==> config.mk <==
export PLATFORM = sky130hd
export DESIGN_NAME = uart_tx_fifo_param
export DESIGN_NICKNAME = d
export VERILOG_FILES = /design/src/rtl/uart_tx_fifo_param.sv
export SDC_FILE = /design/constraint.sdc
export NUM_CORES = 1
export LEC_CHECK = 0
export ABC_AREA = 1
export CAP_MARGIN = 20
export CORE_MARGIN = 3
export CORE_UTILIZATION = 50
export DETAILED_ROUTE_END_ITERATION = 12
export PLACE_DENSITY = 0.68
export SLEW_MARGIN = 40
export SYNTH_ARGS = -nofsm -noshare
export SYNTH_HDL_FRONTEND = slang
export SYNTH_SLANG_ARGS = --single-unit
==> constraint.sdc <==
create_clock -name clk -period 4.7 [get_ports clk]
set_clock_uncertainty 0.15 [all_clocks]
set_input_delay 0.47 -clock clk [delete_from_list [all_inputs] [get_ports clk]]
set_output_delay 0.47 -clock clk [all_outputs]
set_load 0.005 [all_outputs]
==> src/rtl/uart_tx_fifo_param.sv <==
// Single-clock UART transmitter with an integrated circular FIFO and an internal
// bit-period counter; frames are start, DATA_BITS LSB first, optional parity, stop.
module uart_tx_fifo_param #(
    parameter int DATA_BITS    = 8,
    parameter int PARITY       = 0,
    parameter int STOP_BITS    = 1,
    parameter int CLKS_PER_BIT = 16,
    parameter int FIFO_DEPTH   = 16
) (
    input  logic                          clk,
    input  logic                          reset,
    input  logic                          tx_en,
    input  logic                          tx_byte,
    input  logic [DATA_BITS-1:0]          tx_data,
    output logic                          tx,
    output logic                          tx_full,
    output logic                          tx_empty,
    output logic [$clog2(FIFO_DEPTH):0]   tx_level,
    output logic                          txing
);

    localparam int AW = $clog2(FIFO_DEPTH);
    localparam int LW = AW + 1;
    localparam int CW = $clog2(CLKS_PER_BIT);

    localparam logic [2:0] ST_IDLE   = 3'd0;
    localparam logic [2:0] ST_START  = 3'd1;
    localparam logic [2:0] ST_DATA   = 3'd2;
    localparam logic [2:0] ST_PARITY = 3'd3;
    localparam logic [2:0] ST_STOP   = 3'd4;

    localparam logic [CW-1:0] BAUD_LAST  = CW'(CLKS_PER_BIT - 1);
    localparam logic [3:0]    DATA_LAST  = 4'(DATA_BITS - 1);
    localparam logic [3:0]    STOP_LAST  = 4'(STOP_BITS - 1);
    localparam logic [LW-1:0] DEPTH_FULL = LW'(FIFO_DEPTH);

    logic [DATA_BITS-1:0] mem_r [FIFO_DEPTH];
    logic [LW-1:0]        wr_ptr_r, rd_ptr_r, wr_nxt_s, rd_nxt_s, level_nxt_s;
    logic [LW-1:0]        level_r;
    logic                 full_r, empty_r;
    logic [2:0]           state_r, state_nxt_s;
    logic [CW-1:0]        baud_r, baud_nxt_s;
    logic [3:0]           bit_r, bit_nxt_s;
    logic [DATA_BITS-1:0] shift_r, shift_nxt_s, head_s;
    logic                 par_r, par_nxt_s;
    logic                 tx_r, tx_nxt_s, txing_r;
    logic                 push_s, pop_s, baud_done_s, frame_ok_s;

    function automatic logic parity_bit(input logic [DATA_BITS-1:0] d);
        logic p;
        p = ^d;
        if (PARITY == 1) begin
            return ~p;
        end else begin
            return p;
        end
    endfunction

    assign push_s      = tx_byte & ~full_r;
    assign head_s      = mem_r[rd_ptr_r[AW-1:0]];
    assign baud_done_s = (baud_r == BAUD_LAST);
    assign frame_ok_s  = tx_en & ~empty_r;

    // Extra pointer bit keeps full (difference = depth) apart from empty (difference = 0).
    assign wr_nxt_s    = push_s ? (wr_ptr_r + LW'(1)) : wr_ptr_r;
    assign rd_nxt_s    = pop_s  ? (rd_ptr_r + LW'(1)) : rd_ptr_r;
    assign level_nxt_s = wr_nxt_s - rd_nxt_s;

    // FIFO storage write port; contents need no reset since pointers gate visibility.
    always_ff @(posedge clk) begin
        if (push_s) begin
            mem_r[wr_ptr_r[AW-1:0]] <= tx_data;
        end
    end

    // FIFO pointers and registered occupancy flags.
    always_ff @(posedge clk) begin
        if (reset) begin
            wr_ptr_r <= '0;
            rd_ptr_r <= '0;
            level_r  <= '0;
            full_r   <= 1'b0;
            empty_r  <= 1'b1;
        end else begin
            wr_ptr_r <= wr_nxt_s;
            rd_ptr_r <= rd_nxt_s;
            level_r  <= level_nxt_s;
            full_r   <= (level_nxt_s == DEPTH_FULL);
            empty_r  <= (level_nxt_s == '0);
        end
    end

    // Frame sequencer: tx_nxt_s is the line level belonging to the current state.
    always_comb begin
        state_nxt_s = state_r;
        baud_nxt_s  = baud_r;
        bit_nxt_s   = bit_r;
        shift_nxt_s = shift_r;
        par_nxt_s   = par_r;
        tx_nxt_s    = 1'b1;
        pop_s       = 1'b0;
        case (state_r)
            ST_IDLE: begin
                tx_nxt_s   = 1'b1;
                baud_nxt_s = '0;
                bit_nxt_s  = 4'd0;
                if (frame_ok_s) begin
                    pop_s       = 1'b1;
                    shift_nxt_s = head_s;
                    par_nxt_s   = parity_bit(head_s);
                    state_nxt_s = ST_START;
                end else begin
                    state_nxt_s = ST_IDLE;
                end
            end
            ST_START: begin
                tx_nxt_s = 1'b0;
                if (baud_done_s) begin
                    baud_nxt_s  = '0;
                    bit_nxt_s   = 4'd0;
                    state_nxt_s = ST_DATA;
                end else begin
                    baud_nxt_s = baud_r + CW'(1);
                end
            end
            ST_DATA: begin
                tx_nxt_s = shift_r[0];
                if (baud_done_s) begin
                    baud_nxt_s  = '0;
                    shift_nxt_s = {1'b0, shift_r[DATA_BITS-1:1]};
                    if (bit_r == DATA_LAST) begin
                        bit_nxt_s = 4'd0;
                        if (PARITY != 0) begin
                            state_nxt_s = ST_PARITY;
                        end else begin
                            state_nxt_s = ST_STOP;
                        end
                    end else begin
                        bit_nxt_s = bit_r + 4'd1;
                    end
                end else begin
                    baud_nxt_s = baud_r + CW'(1);
                end
            end
            ST_PARITY: begin
                tx_nxt_s = par_r;
                if (baud_done_s) begin
                    baud_nxt_s  = '0;
                    bit_nxt_s   = 4'd0;
                    state_nxt_s = ST_STOP;
                end else begin
                    baud_nxt_s = baud_r + CW'(1);
                end
            end
            ST_STOP: begin
                tx_nxt_s = 1'b1;
                if (baud_done_s) begin
                    baud_nxt_s = '0;
                    if (bit_r == STOP_LAST) begin
                        bit_nxt_s = 4'd0;
                        // Chain straight into the next start bit to avoid an idle gap.
                        if (frame_ok_s) begin
                            pop_s       = 1'b1;
                            shift_nxt_s = head_s;
                            par_nxt_s   = parity_bit(head_s);
                            state_nxt_s = ST_START;
                        end else begin
                            state_nxt_s = ST_IDLE;
                        end
                    end else begin
                        bit_nxt_s = bit_r + 4'd1;
                    end
                end else begin
                    baud_nxt_s = baud_r + CW'(1);
                end
            end
            default: begin
                tx_nxt_s    = 1'b1;
                baud_nxt_s  = '0;
                bit_nxt_s   = 4'd0;
                state_nxt_s = ST_IDLE;
            end
        endcase
    end

    // Sequencer state and registered line outputs.
    always_ff @(posedge clk) begin
        if (reset) begin
            state_r <= ST_IDLE;
            baud_r  <= '0;
            bit_r   <= 4'd0;
            shift_r <= '0;
            par_r   <= 1'b0;
            tx_r    <= 1'b1;
            txing_r <= 1'b0;
        end else begin
            state_r <= state_nxt_s;
            baud_r  <= baud_nxt_s;
            bit_r   <= bit_nxt_s;
            shift_r <= shift_nxt_s;
            par_r   <= par_nxt_s;
            tx_r    <= tx_nxt_s;
            txing_r <= (state_nxt_s != ST_IDLE);
        end
    end

    assign tx       = tx_r;
    assign txing    = txing_r;
    assign tx_full  = full_r;
    assign tx_empty = empty_r;
    assign tx_level = level_r;

endmodule

Word level (Yosys, flattened, before mapping)
Memory sizes are Yosys's and may differ from the RTL's. A register that Yosys moved wholly into a read port is not among the register bits.
Cells that the tools add are included.
{ "totals": {"reg_bits": 39, "mem_bits_rw": 128, "in_bits": 12, "output_inout_bits": 9, "wordCells": 80, "memories": 1} }
{ "op_classes": {"n_addsub": 5, "n_eq_ne": 11, "mux": 33, "bitwise_logic": 5, "reduce_logical": 13} }
{ "memory_table": {"columns": ["name", "depth", "word_bits", "read_ports", "rd_clocked_by_memory_dff", "write_ports", "line_no", "text"], "rows": [
  ["mem_r", 16, 8, 1, 1, 1, "37", "logic [DATA_BITS-1:0] mem_r [FIFO_DEPTH];"]
]} }
{ "op_table": {"columns": ["cell", "n"], "rows": [
  ["two-way mux 8 bit", 4],
  ["two-way mux 4 bit", 6],
  ["one-hot mux 8 bit (3 select lines)", 1],
  ["two-way mux 3 bit", 6],
  ["one-hot mux 3 bit (5 select lines)", 1],
  ["one-hot mux 4 bit (3 select lines)", 1],
  ["adder 5 x 1 -> 5 bit (second input constant)", 2],
  ["two-way mux 5 bit", 2],
  ["two-way mux 1 bit", 9],
  ["adder 4 x 1 -> 4 bit (second input constant)", 2],
  ["parity 8 bit", 1],
  ["equality test 3 x 2 -> 1 bit (second input constant)", 2],
  ["inequality test 2 bit (second input constant)", 3],
  ["AND reduction 3 bit", 2],
  ["nonzero test 3 bit", 2],
  ["equality test 5 bit (second input constant)", 1],
  ["logical NOT 5 bit", 1],
  ["subtractor 5 bit", 1],
  ["equality test 4 x 3 -> 1 bit (second input constant)", 1],
  ["equality test 4 bit (second input constant)", 1],
  ["logical NOT 4 bit", 1],
  ["one-hot mux 1 bit (2 select lines)", 2],
  ["AND reduction 4 bit", 1],
  ["OR reduction 4 bit", 1],
  ["10 further kinds", 13]
]} }

Logic depth before layout (Yosys ltp)
Gate-level depths: netlist of the first run.
{ "logic_depth": {"ltp_word": 9, "mapped_depth": 20, "mapped_depth_nobuf": 18} }

Least setup slack after synthesis of the first run
Ideal clock, no wire load.
{ "synth_timing": {"kind": "register to register", "from": "register baud_r[0]", "to": "register full_r (netlist: tx_full)", "setup_ps": 73, "arrival_time_ps": 2624, "required_time_ps": 4477, "setup_slack_ps": 1853, "stages_incl_launch_ff": 18, "n_path_buf": 0, "synth_period_minus_slack_ps": 2847, "cell_sequence": "dfxtp_1 > ha_1 > nand2_1 > inv_1 > nand2_1 > o21ai_2 > nand3_2 > inv_1 > nand2_1 > nand2_1 > inv_1 > ha_1 > fa_1 > o21ai_0 > xnor2_1 > xor2_1 > inv_1 > nor3_2"} }
{ "synth_via": {"elab_chain_cells": 6} }
{ "synth_lines": {"columns": ["element", "line_no", "text"], "rows": [
  ["from (decl)", "42", "logic [CW-1:0] baud_r, baud_nxt_s;"],
  ["from (signal assigned)", "198", "baud_r <= baud_nxt_s;"],
  ["equality test 4 bit", "61", "assign baud_done_s = (baud_r == BAUD_LAST);"],
  ["two-way mux 1 bit", "157", "if (baud_done_s) begin"],
  ["one-hot mux 1 bit (2 select lines)", "102", "case (state_r)"],
  ["two-way mux 5 bit", "66", "assign rd_nxt_s = pop_s ? (rd_ptr_r + LW'(1)) : rd_ptr_r;"],
  ["named net rd_nxt_s[0]", "38", "logic [LW-1:0] wr_ptr_r, rd_ptr_r, wr_nxt_s, rd_nxt_s, level_nxt_s;"],
  ["subtractor 5 bit", "67", "assign level_nxt_s = wr_nxt_s - rd_nxt_s;"],
  ["equality test 5 bit", "88", "full_r <= (level_nxt_s == DEPTH_FULL);"],
  ["to (signal assigned)", "88", null],
  ["to (decl)", "40", "logic full_r, empty_r;"]
]} }
The timed path passes the listed nets, and every way through them passes these cells.
A chain may end at the register's enable or synchronous reset.

Final worst setup path of the first run
Same ends and word-level chain as after synthesis.

==> metrics.yaml, run 1 <==
status:
  status: "complete, no violations"
synth:
  syn_area_mm2: 0.00753
  synth_fp_nets: 847
  yosys-top-cells-count: "nand2_1 (249), edfxtp_1 (128), inv_1 (109)"
  ys_warn_count: 0
  syn_inst: 822
  synth_edf_count: 128
  yosys.area.top_type: "edfxtp_1"
  ys_async_sr_fraction_pct: 0
  ys_types: 37
  post-synth-top-count-cell: "nand2_1"
  yosysTopAreaCellShare_pct: 51.1
  synth_seq_cells: 167
  synth.area.top_cells: "edfxtp_1 (51%), nand2_1 (12%), dfxtp_1 (10%), inv_1 (5.4%), nor2_1 (5.3%)"
  yosysSeqAreaShare_pct: 61.4
  synth_flop_cell: "edfxtp_1"
  syn_avg_cell_area_um2: 9.16
critical_path:
  crit_type: "reg -> reg"
  path_cells: "ha_1, nand2_1, inv_1, nand2_1, o21ai_2, nand3_2, inv_1, nand2_1, nand2_1, inv_1, ha_1, fa_1, o21ai_0, xnor2_1, xor2_1, inv_1, nor3_2"
  crit_path_end_kind: "flip-flop"
  crit_slowest_cell: "fa_1"
  arrival_ps: 3500
  cp_max_fo: 7
  critPathMaxStageDelay_ps: 410
  startpoint_type: "flip-flop"
  critical_path_required_ps: 4910
  cp_num_buf_inv: 4
  critPathTopFamily: "adder cells"
timing:
  holdWs_ps: 299
  period_share_pct: 70.0
  max_freq_ghz: 0.304
  final-hold-violation-count: 0
  rsz0062_at_grt: "no"
  slew_violations: 0
  setup_violations: 0
  tightest_slew_ps: 774
  maxSlewHeadroom_pct: 48.2
  fin_crit_ps: 3290
  finalSetupTns_ps: 0
final_layout:
  layout.nets: 862
  fill_cells: 1268
  syn2layout_area_growth_pct: 11.8
  final_core_util_pct: 57.5
  layout-drive-gt1-share_pct: 7.06
  diodes: 0
global_routing:
  antenna_found_initial: 0
  grt_pass1_vias: 5053
  gr-total-overflow: 0
  grt_max_degree: 50
  track_usage_pct: 20.3
  grt_pass1_wl_um: 25500
cts:
  cts_hold_buf: 0
  numCtsBuffers: 17
  cts_setup_buffers: 0
  clk_latency_ps: 430
  cts.path.max_buffers: 2
  clkTransAtPathRegs_ps: 70
  cts_resized: 0
  clock_sinks: 167
  cts_tree: "yes"
  clock-root-buffer: "clkbuf_16"
  h-tree-depth: 4
flow_run:
  drv_cap: 0
min_path:
  hold_path.class: "reg -> reg"
power_and_ir_drop:
  irDropWorstVdd_mv: 0.273
  p_leak_uw: 0.00357
  p_per_area_mw_per_mm2: 414
die:
  num_io_pins: 21
  die_h_um: 129
  initial_core_util_pct: 51.4
  dieArea_mm2: 0.0166
  core_mm2: 0.0146
  num_rows: 44
  dieWidth_um: 129
placed_design:
  globalplace.congestion: 0.891
  hpwl_um: 10300
  portBuffers: 20
routing:
  via_per_inst: 5.17
  drt_iter0_drc: 410
  vias: 5349
  drc: 0
  antenna_left: 0
  wirelength_um: 15900
  wl_per_cell_um: 15.4
  dr.pass1.iters: 5
## worst paths after layout
check	startpoint	endpoint	slack (ps)	cells past startpoint
worst max-delay path	baud_r[0]$_SDFF_PP0_	tx_full$_SDFF_PP0_	1410	17
worst min-delay path	baud_r[0]$_SDFF_PP0_	baud_r[0]$_SDFF_PP0_	300	1
worst max register to register	baud_r[0]$_SDFF_PP0_	tx_full$_SDFF_PP0_	1410	17
worst min register to register	baud_r[0]$_SDFF_PP0_	baud_r[0]$_SDFF_PP0_	300	1
## registers in the layout, indices dropped and copies added, names as in the netlist
register and count:
tx_empty 1, rd_ptr_r 5, tx 1, tx_full 1, baud_r 4, bit_r 4
mem_r 128, shift_r 8, wr_ptr_r 5, tx_level 5, par_r 1, txing 1
state_r 3
## placed cells by master, fill, tap and decap left out, drive strengths merged, types with 6 or more instances in the layout
cell,netlist,layout
a21oi,16,16
buf,22,6
clkbuf,7,17
clkdlybuf4s50,0,19
dfxtp,39,39
edfxtp,128,128
ha,12,12
inv,111,122
nand2,249,249
nand3,60,60
nor2,109,109
nor3,7,7
o21ai,36,36
xor2,8,8
## per-layer routing
metal	track usage, %	vias up	share of wire, %
met2	34.5	131	51
met3	3.74	31	4.6
met5	0	-	0
met4	9.02	0	2.4
met1	25.3	2521	42
li1	-	2666	-
## area by class of cell
cell class | instances | area, um^2 | area share [%]
Multi-Input combinational cell | 513 | 2350 | 28.0
Inverter | 113 | 424 | 5.04
Clock buffer | 17 | 425 | 5.05
Clock inverter | 15 | 129 | 1.53
Tap cell | 184 | 230 | 2.73
Sequential cell | 167 | 4630 | 54.9
Timing Repair Buffer | 25 | 230 | 2.73
## worst reg2reg max path: stages, from the launching register on
cell	delay, ps
dfxtp_1	360
ha_1	180
nand2_1	50
inv_1	60
nand2_1	170
o21ai_2	270
nand3_2	160
inv_1	170
nand2_1	110
nand2_1	110
inv_1	50
ha_1	200
fa_1	410
o21ai_0	240
xnor2_1	170
xor2_1	200
inv_1	80
nor3_2	90
## report_power, final
part,total (uW),switching [uW],internal [uW],leakage [uW]
Clock,1310,613,696,0.000268
Combinational,509,331,178,0.00183
Sequential,1670,28.8,1640,0.00147
Total,3490,973,2510,0.00357
## logic make-up after synthesis
family          share of synthesized area [%]
compound gates                           4.40
xor+xnor                                 1.28
fa+ha+maj                                2.26
buf+inv                                  7.71
flops                                    61.4
simple gates                             22.9
## per-stage QoR
step	worst slack [ps]	power (uW)	cell area, um^2	std cells
after detailed placement	1370	2210	7850	1002
final	1410	3490	8420	1034
after floorplan	1850	2060	7530	822
after CTS	1410	3510	8400	1034
after global placement	1440	2190	7830	1001
after global routing	1050	3650	8420	1034
Note: power is estimated with default switching activity, not from simulation.
==> run 2: changes to the inputs <==
PLACE_DENSITY = 0.7   (was 0.68)
clock period = 2.71 ns   (was 4.7 ns; I/O delays follow)
==> run 2 against run 1 <==
  * The flow now finishes with violations (setup timing)
  * Wire length increased by 2.4%
  * Global-route usage increased by 0.16 points
  * Critical endpoint unchanged
  * Sequential cell count unchanged
  * Sequential power increased by 72%
  * Total power increased by 85%
  * Combinational power increased by 100%
  * Fmax increased by 17%
  * Non-clock buffer count increased by 53
==> metrics.yaml, run 2 (synthesis results as in run 1) <==
status:
  status: "finished with violations"
  violations: "setup timing"
cts:
  numCtsBuffers: 17  # unchanged
  cts.path.max_buffers: 2  # unchanged
  cts_hold_buf: 0  # unchanged
  h-tree-depth: 4  # unchanged
  clkTransAtPathRegs_ps: 70  # about the same
  clk_latency_ps: 420  # about the same
  clock_sinks: 167  # unchanged
  cts_tree: "yes"
  clock-root-buffer: "clkbuf_16"
final_layout:
  largest_reg_flops: 128  # unchanged
  syn2layout_area_growth_pct: 19.4
  layout.nets: 915  # +6.1%
  final_cell_mix: "nand2_1 (244), edfxtp_1 (128), inv_1 (105), nor2_1 (105), nand3_1 (59)"
  final_core_util_pct: 61.4  # +3.9 points
  layout-drive-gt1-share_pct: 13.4  # +6.3 points
  mostFrequentLayoutCell: "nand2_1"
  diodes: 0  # unchanged
critical_path:
  path_cells: "ha_4, nand2_2, inv_2, nand2_4, o21ai_4, nand3_4, inv_4, nand2_4, nor3_4, xor2_2, ha_4, a21oi_2, o21ai_2, xnor2_1, xor2_1, inv_1, nor3_2"
  startpoint_type: "flip-flop"
  crit_slowest_cell: "dfxtp_2"
  arrival_ps: 3000  # -500 ps
  critical_path_required_ps: 2910  # -2000 ps
  cp_num_buf_inv: 3  # -1
  crit_start: "baud_r[0]$_SDFF_PP0_"
  crit_type: "reg -> reg"
  crit_path_end_kind: "flip-flop"
  critPathMaxStageDelay_ps: 350  # -60 ps
  reg2reg_from: "baud_r[0]$_SDFF_PP0_"
  critPathTopFamily: "XOR/XNOR gates"
  cp_max_fo: 4  # -3
placed_design:
  hpwl_um: 10500  # +1.2%
  portBuffers: 20  # unchanged
  pre_cts_ws_ps: -227  # -1600 ps
  globalplace.congestion: 0.831  # -6.7%
global_routing:
  grt_pass1_vias: 5095  # +0.83%
  busiest_layer: "met2"
  use_met3_pct: 4.86  # +1.1 points
  gr-total-overflow: 0  # unchanged
  grt_pass1_wl_um: 25800  # +0.89%
  gr-usage-met2_pct: 34.3  # -0.24 points
  antenna_found_initial: 0  # unchanged
  use_met1_pct: 25.5  # +0.19 points
  grt_max_degree: 58  # +16%
  track_usage_pct: 20.4  # +0.16 points
die:
  num_io_pins: 21  # unchanged
  initial_core_util_pct: 51.4  # unchanged
  die_h_um: 129  # unchanged
  dieWidth_um: 129  # unchanged
  dieArea_mm2: 0.0166  # unchanged
  num_rows: 44  # unchanged
  core_mm2: 0.0146  # unchanged
timing:
  maxSlewHeadroom_pct: 53.3  # +5.1 points
  rsz0062_at_grt: "yes"
  max_freq_ghz: 0.357  # +17%
  fin_crit_ps: 2800  # -489 ps
  setup_violations: 4  # +4
  setup_slack_ps: -92.3  # -1500 ps
  slew_violations: 0  # unchanged
  final-hold-violation-count: 0  # unchanged
  period_share_pct: 103  # +33 points
  tightest_slew_ps: 698  # -76.0 ps
power_and_ir_drop:
  p_per_area_mw_per_mm2: 716  # +73%
  p_leak_uw: 0.00392  # +9.8%
  irDropWorstVdd_mv: 0.691  # +150%
routing:
  drt_iter0_drc: 491  # +20%
  dr.pass1.iters: 5  # unchanged
  wirelength_um: 16300  # +2.4%
  wl_per_cell_um: 15.0  # -2.6%
  via_per_inst: 5.06  # -2.1%
  antenna_left: 0  # unchanged
  vias: 5503  # +2.9%
  drc: 0  # unchanged
min_path:
  hp-start: "shift_r[3]$_SDFFE_PP0P_"
  hold_path.class: "reg -> reg"
flow_run:
  drv_cap: 0  # unchanged
run 2: cell count changes in the layout (fill, tap and decap cells not counted), sizes merged:
cell and change:
buf +52, bufinv +3, clkdlybuf4s50 +1, inv -4, clkbuf +2, clkinv +1, clkinvlp -2
run 2: metrics by stage:
step                TNS, ps  total power [uW]  hold WS (ps)  area, um^2  instances
floorplan             -3.31              3570           220        7530        822
global placement       -218              3890           304        8170       1043
detailed placement     -595              3910           308        8170       1044
CTS                    -452              6430           319        8920       1084
global route          -1010              6690           335        8990       1087
finish                 -200              6440           317        8990       1087
run 2: where the power goes:
group	switching, uW	leakage [uW]	internal (uW)
clock network	1030	0.000302	1480
logic	629	0.00214	405
registers	38.6	0.00148	2850
run 2: repair_timing:
action / 4_1_cts / 5_1_grt
cloned: 0 / 0
setup endpoints to repair: 4 / 5
buffers inserted: 8 / 3
gates resized for setup: 19 / 11
pin swaps: 11 / 5
run 2: final timing paths:
| path | to | slack (ps) | cells past startpoint |
|---|---|---|---|
| setup / recovery | tx_full$_SDFF_PP0_ | -90 | 17 |
| hold / removal | shift_r[3]$_SDFFE_PP0P_ | 320 | 2 |
| setup reg to reg | tx_full$_SDFF_PP0_ | -90 | 17 |
| hold reg to reg | shift_r[3]$_SDFFE_PP0P_ | 320 | 2 |
run 2: area by class of cell:
class	instances	area, um^2
inverters	113	427
clock buffers	19	433
flip-flops and latches	167	4630
multi-input cells	513	2440
clock inverters	13	183
repair buffers	78	646
fillers	1206	5650
well taps	184	230
run 2: per-layer routing:
metal	vias up	share of wire [%]
met3	27	5.9
li1	2766	-
met1	2567	43
met5	-	0
met2	143	49
met4	0	2.6
run 2: worst reg2reg max path, cell delays in order, from the launching register on:
cell and delay [ps]:
dfxtp_2 350, ha_4 140, nand2_2 50, inv_2 70, nand2_4 60, o21ai_4 180
nand3_4 120, inv_4 90, nand2_4 60, nor3_4 170, xor2_2 240, ha_4 250
a21oi_2 150, o21ai_2 70, xnor2_1 180, xor2_1 210, inv_1 100, nor3_2 100
==> run 3: changes to the inputs <==
==> constraint.sdc (replaced) <==
create_clock -name clk -period 2.71 [get_ports clk]
set_clock_uncertainty 0.15 [all_clocks]
set_input_delay 0.6775 -clock clk [delete_from_list [all_inputs] [get_ports clk]]
set_output_delay 0.6775 -clock clk [all_outputs]
set_load 0.005 [all_outputs]
==> run 3 against run 2 <==
  * The run still ends with setup timing left
  * Sequential power is essentially flat
  * First-iteration DRC count shrank 8.6%
  * Count of clock-buffer cells in the layout shrank 2
  * Critical path type is now in -> reg
  * Highest routed layer unchanged
==> metrics.yaml, run 3 (synthesis results as in run 1) <==
status:
  status: "finished with violations"
  violations: "setup timing"
timing:
  max_freq_ghz: 0.367  # +2.9%
  period_share_pct: 100  # -3.0 points
  rsz0062_at_grt: "yes"
  slew_violations: 0  # unchanged
  setup_slack_ps: -12.2  # +80.1 ps
  maxSlewHeadroom_pct: 51.3  # -2.0 points
  tightest_slew_ps: 727  # +29.3 ps
  final-hold-violation-count: 0  # unchanged
  setup_violations: 2  # -2
  fin_crit_ps: 2720  # -80.1 ps
cts:
  cts_hold_buf: 0  # unchanged
  numCtsBuffers: 17  # unchanged
  clock_sinks: 167  # unchanged
  cts.path.max_buffers: 2  # unchanged
  h-tree-depth: 4  # unchanged
  cts_tree: "yes"
  clock-root-buffer: "clkbuf_16"
  clk_latency_ps: 430  # about the same
  clkTransAtPathRegs_ps: 70  # about the same
routing:
  dr_wl_met2_um: 8080  # +1.2%
  wirelength_met1_um: 7210  # +3.8%
  met3WireLength_um: 944  # -1.0%
  dr.pass1.iters: 5  # unchanged
  vias: 5505  # +0.036%
  drc: 0  # unchanged
  highest_layer: "met4"
  wl_per_cell_um: 15.3  # +2.0%
  wirelength_um: 16600  # +1.8%
  via_per_inst: 5.07  # +0.22%
  antenna_left: 0  # unchanged
  drt_iter0_drc: 449  # -8.6%
final_layout:
  layout-drive-gt1-share_pct: 12.4  # -0.97 points
  diodes: 0  # unchanged
  mostFrequentLayoutCell: "nand2_1"
  fin_area_mm2: 0.00890  # -0.97%
  instances_no_fill: 1085  # -0.18%
  fill_cells: 1205  # -0.083%
  final_core_util_pct: 60.8  # -0.60 points
  layout.nets: 913  # -0.22%
  final_cell_mix: "nand2_1 (245), edfxtp_1 (128), inv_1 (106)"
  syn2layout_area_growth_pct: 18.2
  largest_reg_flops: 128  # unchanged
global_routing:
  track_usage_pct: 20.8  # +0.35 points
  grt_pass1_wl_um: 26100  # +1.4%
  grt_max_degree: 58  # unchanged
  grt_pass1_vias: 5211  # +2.3%
  gr-total-overflow: 0  # unchanged
  antenna_found_initial: 0  # unchanged
placed_design:
  pre_cts_ws_ps: -584  # -357 ps
  globalplace.congestion: 0.851  # +2.5%
  hpwl_um: 10700  # +2.7%
  dpl_cell_area_mm2: 0.00822  # +0.58%
  portBuffers: 20  # unchanged
  dp.cells: 1050  # +0.57%
die:
  num_io_pins: 21  # unchanged
  dieArea_mm2: 0.0166  # unchanged
  initial_core_util_pct: 51.4  # unchanged
  dieWidth_um: 129  # unchanged
  die_h_um: 129  # unchanged
  num_rows: 44  # unchanged
  core_mm2: 0.0146  # unchanged
critical_path:
  cpMostUsedCell: "inv_1"
  crit_slowest_cell: "clkdlybuf4s50_1"
  cp_num_buf_inv: 4  # +1
  path_cells: "clkdlybuf4s50_1, inv_1, nor2_4, inv_1, nor4_1, or2_2, nand2_1, ha_1, a21oi_2, o21ai_1, xnor2_1, xor2_1, inv_1, nor3_2"
  critical_path_required_ps: 2920  # about the same
  crit_path_end_kind: "flip-flop"
  cp_max_fo: 3  # -1
  critPathMaxStageDelay_ps: 450  # +100 ps
  startpoint_type: "primary input"
  arrival_ps: 2930  # -70 ps
  crit_type: "in -> reg"
  critPathTopFamily: "simple AND/OR/NAND/NOR gates"
flow_run:
  drv_cap: 0  # unchanged
power_and_ir_drop:
  irDropWorstVdd_mv: 0.476  # -31%
  p_leak_uw: 0.00388  # -1.1%
  p_per_area_mw_per_mm2: 712  # -0.59%
min_path:
  hold_path.class: "reg -> reg"
==> run 3: cell count changes in the layout (fill, tap and decap cells not counted), moves of 2 or more <==
| cell | before | now |
|---|---|---|
| bufinv_16 | 3 | 1 |
| clkbuf_1 | 2 | 0 |
| clkinv_4 | 2 | 0 |
| clkinv_8 | 0 | 3 |
| clkinvlp_4 | 0 | 2 |
| ha_1 | 7 | 11 |
| ha_2 | 2 | 0 |
| ha_4 | 3 | 1 |
| o21ai_0 | 27 | 29 |
| xor2_1 | 6 | 8 |
| xor2_2 | 2 | 0 |
==> run 3: worst paths after layout <==
path / start / to / slack [ps] / depth (start not counted)
worst max-delay path: tx_byte / tx_full$_SDFF_PP0_ / -10 / 14
worst max register to register: bit_r[1]$_SDFFE_PP0P_ / tx_full$_SDFF_PP0_ / 0 / 16
worst min register to register: shift_r[3]$_SDFFE_PP0P_ / shift_r[3]$_SDFFE_PP0P_ / 310 / 2
worst min-delay path: shift_r[3]$_SDFFE_PP0P_ / shift_r[3]$_SDFFE_PP0P_ / 310 / 2
==> run 3: what timing repair did <==
action / CTS / global route
endpoints found under the setup margin: 3 / 5
gates resized for setup: 6 / 10
buffers inserted: 2 / 1
pin swaps: 4 / 5
==> run 3: stage by stage <==
stage               total power (uW)  setup TNS [ps]  hold WS (ps)
floorplan                       3570           -3.31           268
global placement                3910           -2240           305
detailed placement              3930           -2480           307
CTS                             6360            -150           317
global route                    6610            -770           331
finish                          6340           -17.4           314
==> run 3: tightest hold or removal path, delay by kind of cell (launching register included) <==
kind             cells  cell delay, ps
AO/OA/AOI/OAI        1              50
flip-flops           1             310
AND/OR/NAND/NOR      1              60
==> run 3: where the power goes <==
part | leakage, uW | switching (uW) | internal, uW
Clock | 0.000291 | 1120 | 1320
Sequential | 0.00148 | 39.8 | 2840
Combinational | 0.00211 | 613 | 394
==> run 3: layout make-up <==
type | count | area, um^2 | area share, %
inverter | 113 | 424 | 4.76
tap | 184 | 230 | 2.59
sequential | 167 | 4630 | 52.0
clock inverter | 15 | 179 | 2.01
multi-input combinational | 513 | 2380 | 26.7
clock buffer | 17 | 425 | 4.78
timing repair buffer | 76 | 636 | 7.14
==> run 3: layer usage <==
layer,GRT usage [%],up-vias
li1,-,2765
met1,27.0,2546
met2,34.3,160
met3,4.65,34
met4,7.91,0
met5,0,-
==> RTL change (config.mk and constraints of run 3) <==
Change the parameter `PARITY` from 0 to 1.
--- a/src/rtl/uart_tx_fifo_param.sv
+++ b/src/rtl/uart_tx_fifo_param.sv
@@ -2,7 +2,7 @@
 // bit-period counter; frames are start, DATA_BITS LSB first, optional parity, stop.
 module uart_tx_fifo_param #(
     parameter int DATA_BITS    = 8,
-    parameter int PARITY       = 0,
+    parameter int PARITY       = 1,
     parameter int STOP_BITS    = 1,
     parameter int CLKS_PER_BIT = 16,
     parameter int FIFO_DEPTH   = 16
Check against the original RTL: same outputs for any inputs over 10 cycles, from zero or initial values and one cycle with reset high; that may be too few to reach the edited logic, so the function may still have changed.
==> RTL change against run 3 <==
  * The run still ends with setup timing left
  * Critical path type is now reg2reg
  * Wire length decreased by 2.5%
  * Synthesized cell count down 2.1%
  * Cell area up 0.51%
  * Total power grew 12%
  * Worst setup slack got worse by 0.086 ns
  * Synthesized area increased by 0.61%
  * Sequential cell count stayed put
  * Via count fell by 1.1%
==> RTL change: results (changes against run 3) <==
{| class="wikitable"
! Metric !! Value
|-
| Vias per std cell || 5.088 (+0.28%)
|-
| Largest net degree at the start of global routing || 59 (+1.7%)
|-
| Slew of the pin with the lowest slew margin || 0.7050 ns (-0.02253 ns)
|-
| Worst-path maximum fanout || 5 (+2)
|-
| Final estimated routing congestion in global placement || 0.7930 (-6.9%)
|-
| Result of the run || finished, violations left
|-
| Worst supply voltage drop on vdd || 0.0004773 V (+0.32%)
|-
| Wire length of the first global-routing pass || 25870 microns (-0.95%)
|-
| Slowest library cell on the worst path || dfxtp_2
|-
| Longest individual stage delay on the worst path || 0.35 ns (-0.10 ns)
|-
| Synthesized-area fraction occupied by adder cells || 0.02246 (-0.0001381)
|-
| Portion of netlist area occupied by mux cells || 0.001321 (+0.001321)
|-
| Net Count, Synth || 830 (-2.0%)
|-
| Vias in the first global route || 5178 (-0.63%)
|-
| Leading cell types by count after synthesis || nand2_1, edfxtp_1, nor2_1, inv_1, nand3_1
|-
| Failing checks || setup timing
|-
| Top delay family on crit path || XOR/XNOR gates
|-
| Worst Reg-to-Reg Cells || 17 (+1)
|-
| Dominant cells by area after synthesis || edfxtp_1, nand2_1, dfxtp_1
|-
| Worst setup slack after layout || -0.09795 ns (-0.08572 ns)
|-
| Finish-stage setup viols || 3 (+1)
|-
| Net count of the finished layout || 898 (-1.6%)
|-
| Number of unique standard cell types used by synthesis || 38 (+2.7%)
|-
| Number of inserted diodes || 0 (unchanged)
|-
| Layout cells sized above 1 || 0.1354 (+0.01113)
|-
| Clock latency of the later-clocked register in the worst-skew pair || 0.43 ns (about the same)
|-
| Register area share after synthesis || 0.6105 (-0.003754)
|-
| Drt total wl || 16190 microns (-2.5%)
|-
| Compound-cell area share of the yosys netlist || 0.05534 (+0.01129)
|-
| Detailed Route Iter0 Violations || 446 (-0.67%)
|-
| Xor and xnor fraction of the mapped netlist area || 0.01272 (-0.00007821)
|}
## RTL change: cell count changes after synthesis, sizes merged, moves of 3 or more
cell	run 3	this run
inv	111	102
nand2	249	231
nand3	60	46
nor2	109	117
o211ai	1	4
o21ai	36	43
o22ai	1	4
## RTL change: timing repair
item,in CTS,in global routing
pin swaps,2,15
resized for setup,4,17
setup endpoints to repair,3,5
buffers inserted,1,6
## RTL change: where the power goes
group          internal (uW)  total (uW)  switching (uW)
clock network           1450        2440             993
registers               2890        2950            61.5
logic                    677        1700            1020
## RTL change: metal layers
| layer | wire [microns] | GRT usage |
|---|---|---|
| met2 | 7944 | 0.3381 |
| met1 | 7032 | 0.2611 |
| met5 | 0 | 0 |
| met4 | 406 | 0.09018 |
| met3 | 806 | 0.04328 |
## RTL change: final timing paths
path         startpoint         end
min          shift_r[1]  shift_r[1]
min reg2reg  shift_r[1]  shift_r[1]
max reg2reg   baud_r[1]    tx_empty
max           baud_r[1]    tx_empty
## RTL change: through the flow
stage,area [sq um],cells,hold slack [ns],setup TNS [ns],setup slack (ns)
final,8947,1070,0.3146,-0.1635,-0.09795
after global routing,8947,1070,0.3438,-0.6543,-0.2677
after CTS,8830,1064,0.3169,-0.1042,-0.05266
after detailed placement,8210,1031,0.3072,-2.392,-0.5863
after global placement,8210,1031,0.3022,-2.134,-0.5332
after floorplan,7585,805,0.2679,0,0.01292
## RTL change: tightest hold or removal path, cell delays in order, from the launching register on
cell	delay, ns
dfxtp_1	0.31
nand2_1	0.06
a21oi_1	0.05
## RTL change: cell type report
class	count	area [sq um]
clock inverters	15	177.7
repair buffers	78	663.1
fillers	1183	5752
multi-input cells	505	2430
well taps	184	230.2
inverters	104	392.9
clock buffers	17	425.4
flip-flops and latches	167	4628
